File: src/rtl/mandelbrot_iter_unit.sv
// Mandelbrot escape-time iterator with radix-4 serial multipliers.
// MANDEL_OVF_ESCAPE_EN: overflow of z ends the job as escaped instead of saturating.
module mandelbrot_iter_unit #(
  parameter int WIDTH  = 12,
  parameter int FRAC   = WIDTH - 3,
  parameter int ITER_W = 8
) (
  input  logic              clk,
  input  logic              rst,
  input  logic              in_valid,
  output logic              in_ready,
  input  logic [WIDTH-1:0]  in_cr,
  input  logic [WIDTH-1:0]  in_ci,
  input  logic [ITER_W-1:0] in_max_iter,
  output logic              out_valid,
  input  logic              out_ready,
  output logic [ITER_W-1:0] out_iter,
  output logic              out_escaped,
  output logic              busy
);

  localparam int MC = (WIDTH + 1) / 2;
  localparam int PW = 2 * WIDTH;
  localparam int EW = 2 * MC;
  localparam int IW = WIDTH + 3;
  localparam int CW = $clog2(MC + 1);
  localparam logic [PW:0] FOUR = (PW + 1)'(1) << (2 * FRAC + 2);
  localparam logic signed [WIDTH-1:0] ZMAX = {1'b0, {(WIDTH-1){1'b1}}};
  localparam logic signed [WIDTH-1:0] ZMIN = {1'b1, {(WIDTH-1){1'b0}}};

  typedef enum logic [1:0] {
    S_IDLE,
    S_MULT,
    S_UPDATE,
    S_DONE
  } state_t;

  state_t                   r_state;
  logic signed [WIDTH-1:0]  r_cr;
  logic signed [WIDTH-1:0]  r_ci;
  logic [ITER_W-1:0]        r_max;
  logic signed [WIDTH-1:0]  r_zr;
  logic signed [WIDTH-1:0]  r_zi;
  logic [ITER_W-1:0]        r_n;
  logic signed [EW-1:0]     r_sr;
  logic signed [EW-1:0]     r_si;
  logic [CW-1:0]            r_cnt;
  logic signed [PW-1:0]     r_prr;
  logic signed [PW-1:0]     r_pii;
  logic signed [PW-1:0]     r_pri;
  logic                     r_in_ready;
  logic                     r_out_valid;
  logic [ITER_W-1:0]        r_out_iter;
  logic                     r_out_escaped;
  logic                     r_busy;

  // One radix-4 partial product; the top digit carries the sign bit.
  function automatic logic signed [PW-1:0] f_pp(
    input logic signed [WIDTH-1:0] a,
    input logic [1:0]              d,
    input logic                    last
  );
    logic signed [PW-1:0] ax;
    ax = PW'(a);
    f_pp = '0;
    unique case (d)
      2'd0: f_pp = '0;
      2'd1: f_pp = ax;
      2'd2: f_pp = last ? -(ax <<< 1) : (ax <<< 1);
      2'd3: f_pp = last ? -ax : ax + (ax <<< 1);
    endcase
  endfunction

  logic                    w_last;
  logic [PW:0]             w_mag;
  logic signed [PW:0]      w_diff;
  logic signed [PW:0]      w_ri2;
  logic signed [IW-1:0]    w_tr;
  logic signed [IW-1:0]    w_ti;
  logic                    w_ovr;
  logic                    w_ovi;
  logic signed [WIDTH-1:0] w_nzr;
  logic signed [WIDTH-1:0] w_nzi;
  logic [ITER_W-1:0]       w_n1;

  assign w_last = (r_cnt == CW'(MC - 1));
  assign w_mag  = (PW + 1)'($unsigned(r_prr)) + (PW + 1)'($unsigned(r_pii));
  assign w_diff = (PW + 1)'(r_prr) - (PW + 1)'(r_pii);
  assign w_ri2  = (PW + 1)'(r_pri) <<< 1;
  assign w_tr   = IW'(w_diff >>> FRAC) + IW'(r_cr);
  assign w_ti   = IW'(w_ri2 >>> FRAC) + IW'(r_ci);
  assign w_ovr  = !((&w_tr[IW-1:WIDTH-1]) || !(|w_tr[IW-1:WIDTH-1]));
  assign w_ovi  = !((&w_ti[IW-1:WIDTH-1]) || !(|w_ti[IW-1:WIDTH-1]));
  assign w_nzr  = w_ovr ? (w_tr[IW-1] ? ZMIN : ZMAX) : w_tr[WIDTH-1:0];
  assign w_nzi  = w_ovi ? (w_ti[IW-1] ? ZMIN : ZMAX) : w_ti[WIDTH-1:0];
  assign w_n1   = r_n + 1'b1;

  always_ff @(posedge clk or posedge rst) begin
    if (rst) begin
      r_state       <= S_IDLE;
      r_cr          <= '0;
      r_ci          <= '0;
      r_max         <= '0;
      r_zr          <= '0;
      r_zi          <= '0;
      r_n           <= '0;
      r_sr          <= '0;
      r_si          <= '0;
      r_cnt         <= '0;
      r_prr         <= '0;
      r_pii         <= '0;
      r_pri         <= '0;
      r_in_ready    <= 1'b1;
      r_out_valid   <= 1'b0;
      r_out_iter    <= '0;
      r_out_escaped <= 1'b0;
      r_busy        <= 1'b0;
    end else begin
      unique case (r_state)
        S_IDLE: begin
          if (in_valid) begin
            r_cr       <= in_cr;
            r_ci       <= in_ci;
            r_max      <= in_max_iter;
            r_zr       <= '0;
            r_zi       <= '0;
            r_n        <= '0;
            r_sr       <= '0;
            r_si       <= '0;
            r_cnt      <= '0;
            r_prr      <= '0;
            r_pii      <= '0;
            r_pri      <= '0;
            r_in_ready <= 1'b0;
            r_busy     <= 1'b1;
            r_state    <= S_MULT;
          end
        end
        S_MULT: begin
          r_prr <= r_prr + (f_pp(r_zr, r_sr[1:0], w_last) <<< {r_cnt, 1'b0});
          r_pii <= r_pii + (f_pp(r_zi, r_si[1:0], w_last) <<< {r_cnt, 1'b0});
          r_pri <= r_pri + (f_pp(r_zr, r_si[1:0], w_last) <<< {r_cnt, 1'b0});
          r_sr  <= r_sr >>> 2;
          r_si  <= r_si >>> 2;
          r_cnt <= r_cnt + 1'b1;
          if (w_last) begin
            r_state <= S_UPDATE;
          end
        end
        S_UPDATE: begin
          r_cnt <= '0;
          r_prr <= '0;
          r_pii <= '0;
          r_pri <= '0;
          if (w_mag > FOUR) begin
            r_out_iter    <= r_n;
            r_out_escaped <= 1'b1;
            r_out_valid   <= 1'b1;
            r_busy        <= 1'b0;
            r_state       <= S_DONE;
          end else if (r_n == r_max) begin
            r_out_iter    <= r_max;
            r_out_escaped <= 1'b0;
            r_out_valid   <= 1'b1;
            r_busy        <= 1'b0;
            r_state       <= S_DONE;
`ifdef MANDEL_OVF_ESCAPE_EN
          end else if (w_ovr || w_ovi) begin
            r_out_iter    <= w_n1;
            r_out_escaped <= 1'b1;
            r_out_valid   <= 1'b1;
            r_busy        <= 1'b0;
            r_state       <= S_DONE;
`endif
          end else begin
            r_zr    <= w_nzr;
            r_zi    <= w_nzi;
            r_sr    <= EW'(w_nzr);
            r_si    <= EW'(w_nzi);
            r_n     <= w_n1;
            r_state <= S_MULT;
          end
        end
        S_DONE: begin
          if (out_ready) begin
            r_out_valid <= 1'b0;
            r_in_ready  <= 1'b1;
            r_state     <= S_IDLE;
          end
        end
      endcase
    end
  end

  assign in_ready    = r_in_ready;
  assign out_valid   = r_out_valid;
  assign out_iter    = r_out_iter;
  assign out_escaped = r_out_escaped;
  assign busy        = r_busy;

endmodule

File: config.mk
export PLATFORM = sky130hd
export DESIGN_NAME = mandelbrot_iter_unit
export DESIGN_NICKNAME = d
export VERILOG_FILES = /design/src/rtl/mandelbrot_iter_unit.sv
export SDC_FILE = /design/constraint.sdc
export NUM_CORES = 1
export LEC_CHECK = 0
export BUFFER_PORTS_ARGS = -buffer_cell sky130_fd_sc_hd__buf_2
export CAP_MARGIN = 0
export CORE_MARGIN = 2
export CORE_UTILIZATION = 40
export CTS_CLUSTER_SIZE = 24
export DETAILED_ROUTE_END_ITERATION = 16
export PLACE_DENSITY_LB_ADDON = 0.12
export SLEW_MARGIN = 25
export SYNTH_ARGS = -nofsm -noshare
export SYNTH_HDL_FRONTEND = slang
export SYNTH_SLANG_ARGS = --single-unit
File: constraint.sdc
create_clock -name clk -period 8.5 [get_ports clk]
set_clock_uncertainty 0.05 [all_clocks]
set_input_delay 0.425 -clock clk [delete_from_list [all_inputs] [get_ports clk]]
set_output_delay 0.425 -clock clk [all_outputs]
set_load 0.005 [all_outputs]
==> results of run 1 <==
## synthesized netlist by cell type, types with 7 or more instances
cell type	instances	share of area (%)
a21oi_1	205	5.6
o211ai_1	22	0.89
mux2i_1	40	2.2
nand2b_1	25	0.85
ha_1	208	14
a211oi_1	25	1.0
nand3_1	48	1.3
a22o_1	8	0.38
nor3_1	58	1.6
nand2_1	243	4.9
a31oi_1	25	0.85
a2111o_1	7	0.43
nor4_1	8	0.27
o21ai_0	178	4.8
or4_1	10	0.41
nand4_1	9	0.30
fa_1	8	0.87
clkbuf_1	84	1.7
inv_1	101	2.1
xnor2_1	111	5.3
a221oi_1	15	0.71
mux2_2	53	3.2
nor2_1	217	4.4
a22oi_1	25	1.0
o22ai_1	27	0.91
o21a_1	25	1.0
o2111ai_1	7	0.33
or3_1	16	0.54
dfrtp_1	175	24
and3_1	20	0.68
and2_1	14	0.47
a221o_1	7	0.38
xor2_1	45	2.1
o21bai_1	17	0.69
a21o_1	54	2.2
buf_1	16	0.32
o31ai_1	27	1.1
or2_2	8	0.27
nor2b_1	27	0.91
## logic make-up after synthesis
kind of cell | Yosys count | share of synthesized area [%]
xor+xnor | 156 | 7.39
compound gates | 746 | 26.0
mux | 96 | 5.58
fa+ha+maj | 216 | 14.9
simple gates | 720 | 17.7
flops | 176 | 23.8
buf+inv | 217 | 4.58
## layout by cell type (no fill, tap or decap), types with 27 or more instances in the layout
cell     synthesis  layout
dfrtp_1        175     174
o21ai_0        178     178
xnor2_1        111     111
nor3_1          58      58
inv_1          101     100
a21oi_1        205     205
mux2i_1         40      39
o22ai_1         27      27
nor2b_1         27      27
ha_1           208     208
mux2_2          53      53
buf_2            5      47
xor2_1          45      45
nor2_1         217     216
nand3_1         48      48
o31ai_1         27      27
nand2_1        243     243
a21o_1          54      54
## routing by layer
| metal | up-vias | global-route usage (%) |
|---|---|---|
| met5 | - | 0 |
| met4 | 0 | 8.42 |
| met3 | 77 | 4.99 |
| met2 | 425 | 37.0 |
| met1 | 8191 | 34.1 |
| li1 | 8376 | - |
## worst max-delay path by stage
| stage | end | start |
|---|---|---|
| 2_1_floorplan | r_pri[21] | r_cnt[1] |
| 3_3_place_gp | r_sr[10] | r_prr[6] |
| 3_5_place_dp | r_sr[9] | r_prr[6] |
| 4_1_cts | r_sr[10] | r_prr[6] |
| 5_1_grt | r_sr[10] | r_prr[6] |
| 6_report | r_sr[2] | r_prr[6] |
## state kept, by name, indices dropped and copies added (netlist names)
signal / count
r_pri: 23
out_iter: 8
r_zr: 12
out_escaped: 1
r_ci: 12
out_valid: 1
in_ready: 1
r_n: 8
r_cr: 12
r_si: 12
r_max: 8
busy: 1
r_state: 2
r_zi: 12
r_sr: 12
r_cnt: 3
r_pii: 24
r_prr: 24
## worst reg2reg max path: stages (launching register included)
cell and delay (ps):
dfrtp_1 430, ha_1 430, a2111o_1 440, o2111ai_1 440
a21oi_1 230, o211ai_1 260, a21oi_1 170, a21oi_1 310
o21bai_1 230, a21o_1 260, a21o_1 210, xor2_1 150
ha_1 370, nand3_1 100, o2111ai_1 200, a21oi_1 110
xnor2_1 190, nand2b_1 170, a311oi_1 740, nor2_1 430
a221oi_1 390, a21oi_1 120
## through the flow
step           setup slack [ps]  util [%]
4_1_cts                    1960      43.5
6_report                   1910      43.5
2_1_floorplan              2810         -
3_3_place_gp               2040      42.2
5_1_grt                    1380      43.5
3_5_place_dp               2020      42.2
## area by class of cell
class / instances / area share, %
clock buffers: 19 / 2.29
inverters: 107 / 2.07
diodes: 1 / 0.0126
repair buffers: 68 / 1.99
multi-input cells: 1934 / 66.9
flip-flops and latches: 176 / 22.3
well taps: 600 / 3.79
clock inverters: 13 / 0.670
==> impl_metrics.prom, run 1 <==
# TYPE chip_impl_metric gauge
chip_impl_info{name="outcome",value="finished, final reports clean"} 1
chip_impl_metric{name="num-fill-cells",unit=""} 4714
chip_impl_metric{name="m1WireLength",unit="um"} 27600
chip_impl_info{name="worstReg2RegEnd",value="r_sr[2]"} 1
chip_impl_metric{name="seqCellArea",unit="sq mm"} 0.00441
chip_impl_metric{name="regToRegSetupSlack",unit="ps"} 1910
chip_impl_info{name="dominantRegCellSynth",value="dfrtp_1"} 1
chip_impl_metric{name="buffer_ports.inserted",unit=""} 47
chip_impl_metric{name="max-cap-violations",unit=""} 0
chip_impl_metric{name="crit_path_max_incr_delay",unit="ps"} 740
chip_impl_info{name="cts_root_buffer",value="clkbuf_16"} 1
chip_impl_metric{name="globalRouteOverflowTotal",unit=""} 0
chip_impl_metric{name="cts_hold_buffers",unit=""} 0
chip_impl_metric{name="worst_path_arrival_time",unit="ps"} 6890
chip_impl_info{name="crit_chain",value="ha_1 -> a2111o_1 -> o2111ai_1 -> a21oi_1 -> o211ai_1 -> a21oi_1 -> a21oi_1 -> o21bai_1 -> a21o_1 -> a21o_1 -> xor2_1 -> ha_1 -> nand3_1 -> o2111ai_1 -> a21oi_1 -> xnor2_1 -> nand2b_1 -> a311oi_1 -> nor2_1 -> a221oi_1 -> a21oi_1"} 1
chip_impl_metric{name="cts_post_setup_buffers_inserted",unit=""} 0
chip_impl_metric{name="rr_worst_depth",unit=""} 21
chip_impl_metric{name="clk_latency",unit="ps"} 510
chip_impl_metric{name="clk_pin_slew_worst_paths",unit="ps"} 80
chip_impl_metric{name="final.period_utilization",unit="%"} 77.6
chip_impl_metric{name="worstSetupPathDepth",unit=""} 21
chip_impl_metric{name="max_transition_margin",unit="%"} 36.6
chip_impl_metric{name="placed_cells_incl_taps",unit=""} 2885
chip_impl_metric{name="crit_required",unit="ps"} 8800
chip_impl_metric{name="place.gp.congestion",unit=""} 0.927
chip_impl_metric{name="drc_errors",unit=""} 0
chip_impl_metric{name="floorplan.die.width",unit="um"} 219
chip_impl_metric{name="synthesis.area_per_instance",unit="sq um"} 7.94
chip_impl_metric{name="cts_buffers",unit=""} 17
chip_impl_info{name="reg2reg_from",value="r_prr[6]"} 1
chip_impl_info{name="route.top_layer_used",value="met4"} 1
chip_impl_metric{name="detail_route.wirelength",unit="um"} 57200
chip_impl_metric{name="via_count",unit=""} 17069
chip_impl_metric{name="synth-warning-count",unit=""} 0
chip_impl_metric{name="synth_fp_nets",unit=""} 2579
chip_impl_metric{name="final.hold.worst_slack",unit="ps"} 49.8
chip_impl_metric{name="core_area",unit="sq mm"} 0.0455
chip_impl_metric{name="critPathBufInv",unit=""} 0
chip_impl_info{name="critPathTopFamily",value="compound AO/OA/AOI/OAI gates"} 1
chip_impl_metric{name="die-area",unit="sq mm"} 0.0479
chip_impl_metric{name="cts_repair_resize_count",unit=""} 0
chip_impl_metric{name="cp_max_fo",unit=""} 13
chip_impl_metric{name="setup_tns",unit="ps"} 0
chip_impl_metric{name="postPlaceCellArea",unit="sq mm"} 0.0192
chip_impl_metric{name="global_route.usage.total",unit="%"} 24.3
chip_impl_metric{name="ys_seq_area_share",unit="%"} 23.8
chip_impl_info{name="critPathSlowestCell",value="a311oi_1"} 1
chip_impl_metric{name="avgViaCountPerCell",unit=""} 5.85
chip_impl_metric{name="drt_pre_antenna_iters",unit=""} 6
chip_impl_metric{name="final-hold-violation-count",unit=""} 0
chip_impl_metric{name="fin_nets",unit=""} 2556
chip_impl_info{name="tritoncts",value="built"} 1
chip_impl_metric{name="hpwlAfterDp",unit="um"} 44000
chip_impl_metric{name="synth_enable_flop_cells",unit=""} 0
chip_impl_info{name="worstSetupPathType",value="reg2reg"} 1
chip_impl_metric{name="synth-async-reset-ratio",unit="%"} 100
chip_impl_metric{name="dieHeight",unit="um"} 219
chip_impl_metric{name="time_the_worst_path_needs_with_i_o_delays_and_setup",unit="ps"} 6590
chip_impl_metric{name="multi_input_combinational_cell_area",unit="sq mm"} 0.0132
chip_impl_metric{name="final-max-slew-violation-count",unit=""} 0
chip_impl_info{name="grt_setup_unrepaired",value="no"} 1
chip_impl_metric{name="clock_path_buffers",unit=""} 2
chip_impl_info{name="cpMostUsedCell",value="a21oi_1"} 1
chip_impl_metric{name="grt_antenna_before_repair",unit=""} 1
chip_impl_metric{name="post-route-cell-area",unit="sq mm"} 0.0198
chip_impl_metric{name="detail-route-antenna-nets",unit=""} 0
chip_impl_metric{name="cts_sinks",unit=""} 176
chip_impl_info{name="cp-start-kind",value="register"} 1
chip_impl_metric{name="worstMarginPinSlew",unit="ps"} 951
chip_impl_metric{name="cts_htree_levels",unit=""} 4
chip_impl_metric{name="post_synth_instance_area",unit="sq mm"} 0.0185
chip_impl_metric{name="synth.lib_cells_used.distinct",unit=""} 84
chip_impl_metric{name="met3RoutedLength",unit="um"} 3020
chip_impl_info{name="timing.critical_path.to_type",value="register"} 1
chip_impl_metric{name="post_synth_inst_count",unit=""} 2327
chip_impl_metric{name="grt_pass1_wl",unit="um"} 90500
chip_impl_metric{name="grt_pass1_vias",unit=""} 16040
chip_impl_metric{name="routed_wirelength_normalized_by_instance_count",unit="um"} 19.6
chip_impl_metric{name="detailedRoute.firstIterationViolations",unit=""} 1309
chip_impl_metric{name="floorplan.initialDensity",unit="%"} 40.6
chip_impl_metric{name="met2_wirelength",unit="um"} 25000
chip_impl_metric{name="area.growth.synth_to_final",unit="%"} 7.09
chip_impl_metric{name="rows",unit=""} 78
chip_impl_info{name="worst_min_delay_path_class",value="in2async"} 1
chip_impl_metric{name="final_standard_cell_count_with_taps_included_and_fillers_excluded",unit=""} 2918
chip_impl_metric{name="grt_start_max_net_pins",unit=""} 119
chip_impl_metric{name="finalSetupViolCount",unit=""} 0
chip_impl_metric{name="final_layout_size_suffix_gt1_share",unit="%"} 7.98
chip_impl_metric{name="maxClockFrequency",unit="GHz"} 0.152
chip_impl_metric{name="ioPinCount",unit=""} 48
chip_impl_metric{name="synth.ff_latch_count",unit=""} 176
Power of run 1 is left out: the tool's default activity adds up to more than one toggle a clock period on the data nets, which glitch-free logic cannot reach.
==> run 2, diff against run 1 <==
==> constraint.sdc (replaced) <==
create_clock -name clk -period 6.6 [get_ports clk]
set_clock_uncertainty 0.05 [all_clocks]
set_input_delay 0.33 -clock clk [delete_from_list [all_inputs] [get_ports clk]]
set_output_delay 0.33 -clock clk [all_outputs]
set_load 0.005 [all_outputs]
==> run 2 against run 1 <==
Cell count is 1.3% higher. Largest cell class unchanged. Die area stayed put. Sequential cell count stayed put.
==> impl_metrics.prom, run 2 (same netlist as run 1, synthesis figures left out) <==
# TYPE chip_impl_metric gauge
chip_impl_info{name="outcome",value="finished, final reports clean"} 1
chip_impl_info{name="reg_top3",value="r_pii (24), r_prr (24), r_pri (23)"} 1
chip_impl_metric{name="critPathBufInv",unit=""} 1
chip_impl_metric{name="clk_latency",unit="ps"} 510
chip_impl_info{name="grt_setup_unrepaired",value="no"} 1
chip_impl_info{name="cp-endpoint",value="r_sr[1]"} 1
chip_impl_metric{name="time_the_worst_path_needs_with_i_o_delays_and_setup",unit="ps"} 6070
chip_impl_metric{name="drt_pre_antenna_iters",unit=""} 6
chip_impl_metric{name="count_of_inserted_antenna_diode_cells",unit=""} 0
chip_impl_info{name="critPathSlowestCell",value="a311oi_2"} 1
chip_impl_metric{name="rows",unit=""} 78
chip_impl_metric{name="final-hold-violation-count",unit=""} 0
chip_impl_metric{name="global_route.usage.total",unit="%"} 25.6
chip_impl_info{name="tritoncts",value="built"} 1
chip_impl_metric{name="maxClockFrequency",unit="GHz"} 0.165
chip_impl_metric{name="finalSetupViolCount",unit=""} 0
chip_impl_metric{name="setup_tns",unit="ps"} 0
chip_impl_info{name="layout.cells.most_common",value="nand2_1"} 1
chip_impl_info{name="most-common-layout-cells",value="nand2_1 (243), nor2_1 (216), ha_1 (208)"} 1
chip_impl_info{name="critPathTopFamily",value="compound AO/OA/AOI/OAI gates"} 1
chip_impl_metric{name="cts_post_setup_buffers_inserted",unit=""} 0
chip_impl_metric{name="cts_htree_levels",unit=""} 4
chip_impl_metric{name="die-area",unit="sq mm"} 0.0479
chip_impl_metric{name="via_count",unit=""} 17342
chip_impl_metric{name="cp_max_fo",unit=""} 8
chip_impl_metric{name="crit_path_max_incr_delay",unit="ps"} 520
chip_impl_metric{name="grt_pass1_vias",unit=""} 16512
chip_impl_metric{name="routed_wirelength_normalized_by_instance_count",unit="um"} 20.3
chip_impl_metric{name="final.period_utilization",unit="%"} 91.9
chip_impl_metric{name="clk_pin_slew_worst_paths",unit="ps"} 80
chip_impl_metric{name="crit_required",unit="ps"} 6940
chip_impl_metric{name="avgViaCountPerCell",unit=""} 5.86
chip_impl_metric{name="detail-route-antenna-nets",unit=""} 0
chip_impl_metric{name="final-max-slew-violation-count",unit=""} 0
chip_impl_metric{name="grt_antenna_before_repair",unit=""} 0
chip_impl_info{name="worstSetupPathType",value="reg2reg"} 1
chip_impl_metric{name="regToRegSetupSlack",unit="ps"} 530
chip_impl_metric{name="drc_errors",unit=""} 0
chip_impl_metric{name="num-fill-cells",unit=""} 4602
chip_impl_metric{name="hpwlAfterDp",unit="um"} 45700
chip_impl_metric{name="cts_sinks",unit=""} 176
chip_impl_info{name="cts_root_buffer",value="clkbuf_16"} 1
chip_impl_metric{name="dieHeight",unit="um"} 219
chip_impl_info{name="timing.critical_path.to_type",value="register"} 1
chip_impl_metric{name="met3RoutedLength",unit="um"} 3050
chip_impl_metric{name="floorplan.initialDensity",unit="%"} 40.6
chip_impl_metric{name="globalRouteOverflowTotal",unit=""} 0
chip_impl_metric{name="met2_wirelength",unit="um"} 26700
chip_impl_metric{name="area.growth.synth_to_final",unit="%"} 9.23
chip_impl_metric{name="buffer_ports.inserted",unit=""} 47
chip_impl_metric{name="m1WireLength",unit="um"} 29100
chip_impl_metric{name="place.gp.congestion",unit=""} 0.980
chip_impl_metric{name="grt_pass1_wl",unit="um"} 95300
chip_impl_metric{name="ioPinCount",unit=""} 48
chip_impl_metric{name="floorplan.die.width",unit="um"} 219
chip_impl_info{name="worst_setup_sp",value="r_pii[6]"} 1
chip_impl_metric{name="detailedRoute.firstIterationViolations",unit=""} 1584
chip_impl_metric{name="max-cap-violations",unit=""} 0
chip_impl_metric{name="max_transition_margin",unit="%"} 34.3
chip_impl_info{name="route.top_layer_used",value="met4"} 1
chip_impl_metric{name="fin_nets",unit=""} 2596
chip_impl_info{name="cp-start-kind",value="register"} 1
chip_impl_metric{name="detail_route.wirelength",unit="um"} 60100
chip_impl_metric{name="final_layout_size_suffix_gt1_share",unit="%"} 8.23
chip_impl_metric{name="core_area",unit="sq mm"} 0.0455
chip_impl_info{name="crit_chain",value="inv_1 -> ha_1 -> a2111o_1 -> o2111ai_1 -> a21oi_1 -> o211ai_1 -> a21oi_1 -> a21oi_1 -> o21bai_1 -> a21o_1 -> a21o_1 -> xor2_1 -> ha_1 -> nand3_1 -> o2111ai_1 -> a21oi_1 -> xnor2_1 -> nand2b_1 -> a311oi_2 -> nor3_1 -> a221o_1 -> mux2_1"} 1
chip_impl_metric{name="clock_path_buffers",unit=""} 2
chip_impl_metric{name="cts_buffers",unit=""} 17
chip_impl_info{name="worst_min_delay_path_class",value="in2reg"} 1
chip_impl_metric{name="worstSetupPathDepth",unit=""} 22
chip_impl_metric{name="worst_path_arrival_time",unit="ps"} 6400
chip_impl_info{name="worstReg2RegEnd",value="r_sr[1]"} 1
chip_impl_info{name="reg2reg_from",value="r_pii[6]"} 1
chip_impl_metric{name="rr_worst_depth",unit=""} 22
chip_impl_metric{name="worstMarginPinSlew",unit="ps"} 986
chip_impl_info{name="cpMostUsedCell",value="a21oi_1"} 1
chip_impl_metric{name="grt_start_max_net_pins",unit=""} 121
## run 2: cell types whose count changed in the layout (fill, tap and decap cells not counted), sizes merged
cell | before | now
clkinv | 6 | 9
inv | 113 | 110
buf | 68 | 75
dlygate4sd3 | 0 | 33
diode | 1 | 0
## run 2: final cells by class
type                       instances  area, sq um  area share (%)
clock buffer                      19          453            2.24
clock inverter                    13          140           0.694
inverter                         107          409            2.03
multi-input combinational       1934        13300            65.6
sequential                       176         4410            21.8
tap                              600          751            3.72
timing repair buffer             108          776            3.84
## run 2: metrics by stage
step                      cell area (sq um)  util (%)  hold slack [ps]  cells  setup WS, ps
final                                 20200      44.4             65.5   2957           532
after global routing                  20200      44.4             88.1   2957          77.9
after CTS                             20200      44.4             35.0   2957           307
after detailed placement              19300      42.3              420   2892           358
after global placement                19300      42.3              407   2892           539
after floorplan                       18500         -              395   2327           907
## run 2: timing repair
item | in CTS | in global routing
hold endpoints to repair | 70 | 0
gates resized for setup | 0 | 2
hold buffers | 33 | 0
setup endpoints to repair | 0 | 5
## run 2: worst min-delay path by stage
stage,start,to,cells after the start
final,out_ready,in_ready,3
after global routing,out_ready,in_ready,3
after CTS,out_ready,in_ready,3
after detailed placement,r_pri[0],r_pri[0],2
after global placement,r_pri[0],r_pri[0],2
after floorplan,r_pri[0],r_pri[0],2
## run 2: worst register-to-register path: cells and delay by family, from the launching register on
kind	cells	cell delay [ps]
AO/OA/AOI/OAI	13	3560
XOR/XNOR	2	340
adder cells (fa/ha/maj)	2	750
buffers and inverters	1	80
flip-flops	1	410
multiplexers	1	300
AND/OR/NAND/NOR	3	470
## run 2: metal layers
metal  global-route usage [%]  vias up
met5                        0        -
met4                     7.34        0
met3                     4.21       73
met2                     40.0      469
met1                     36.2     8348
li1                         -     8452
Power of run 2 is left out for the same reason.
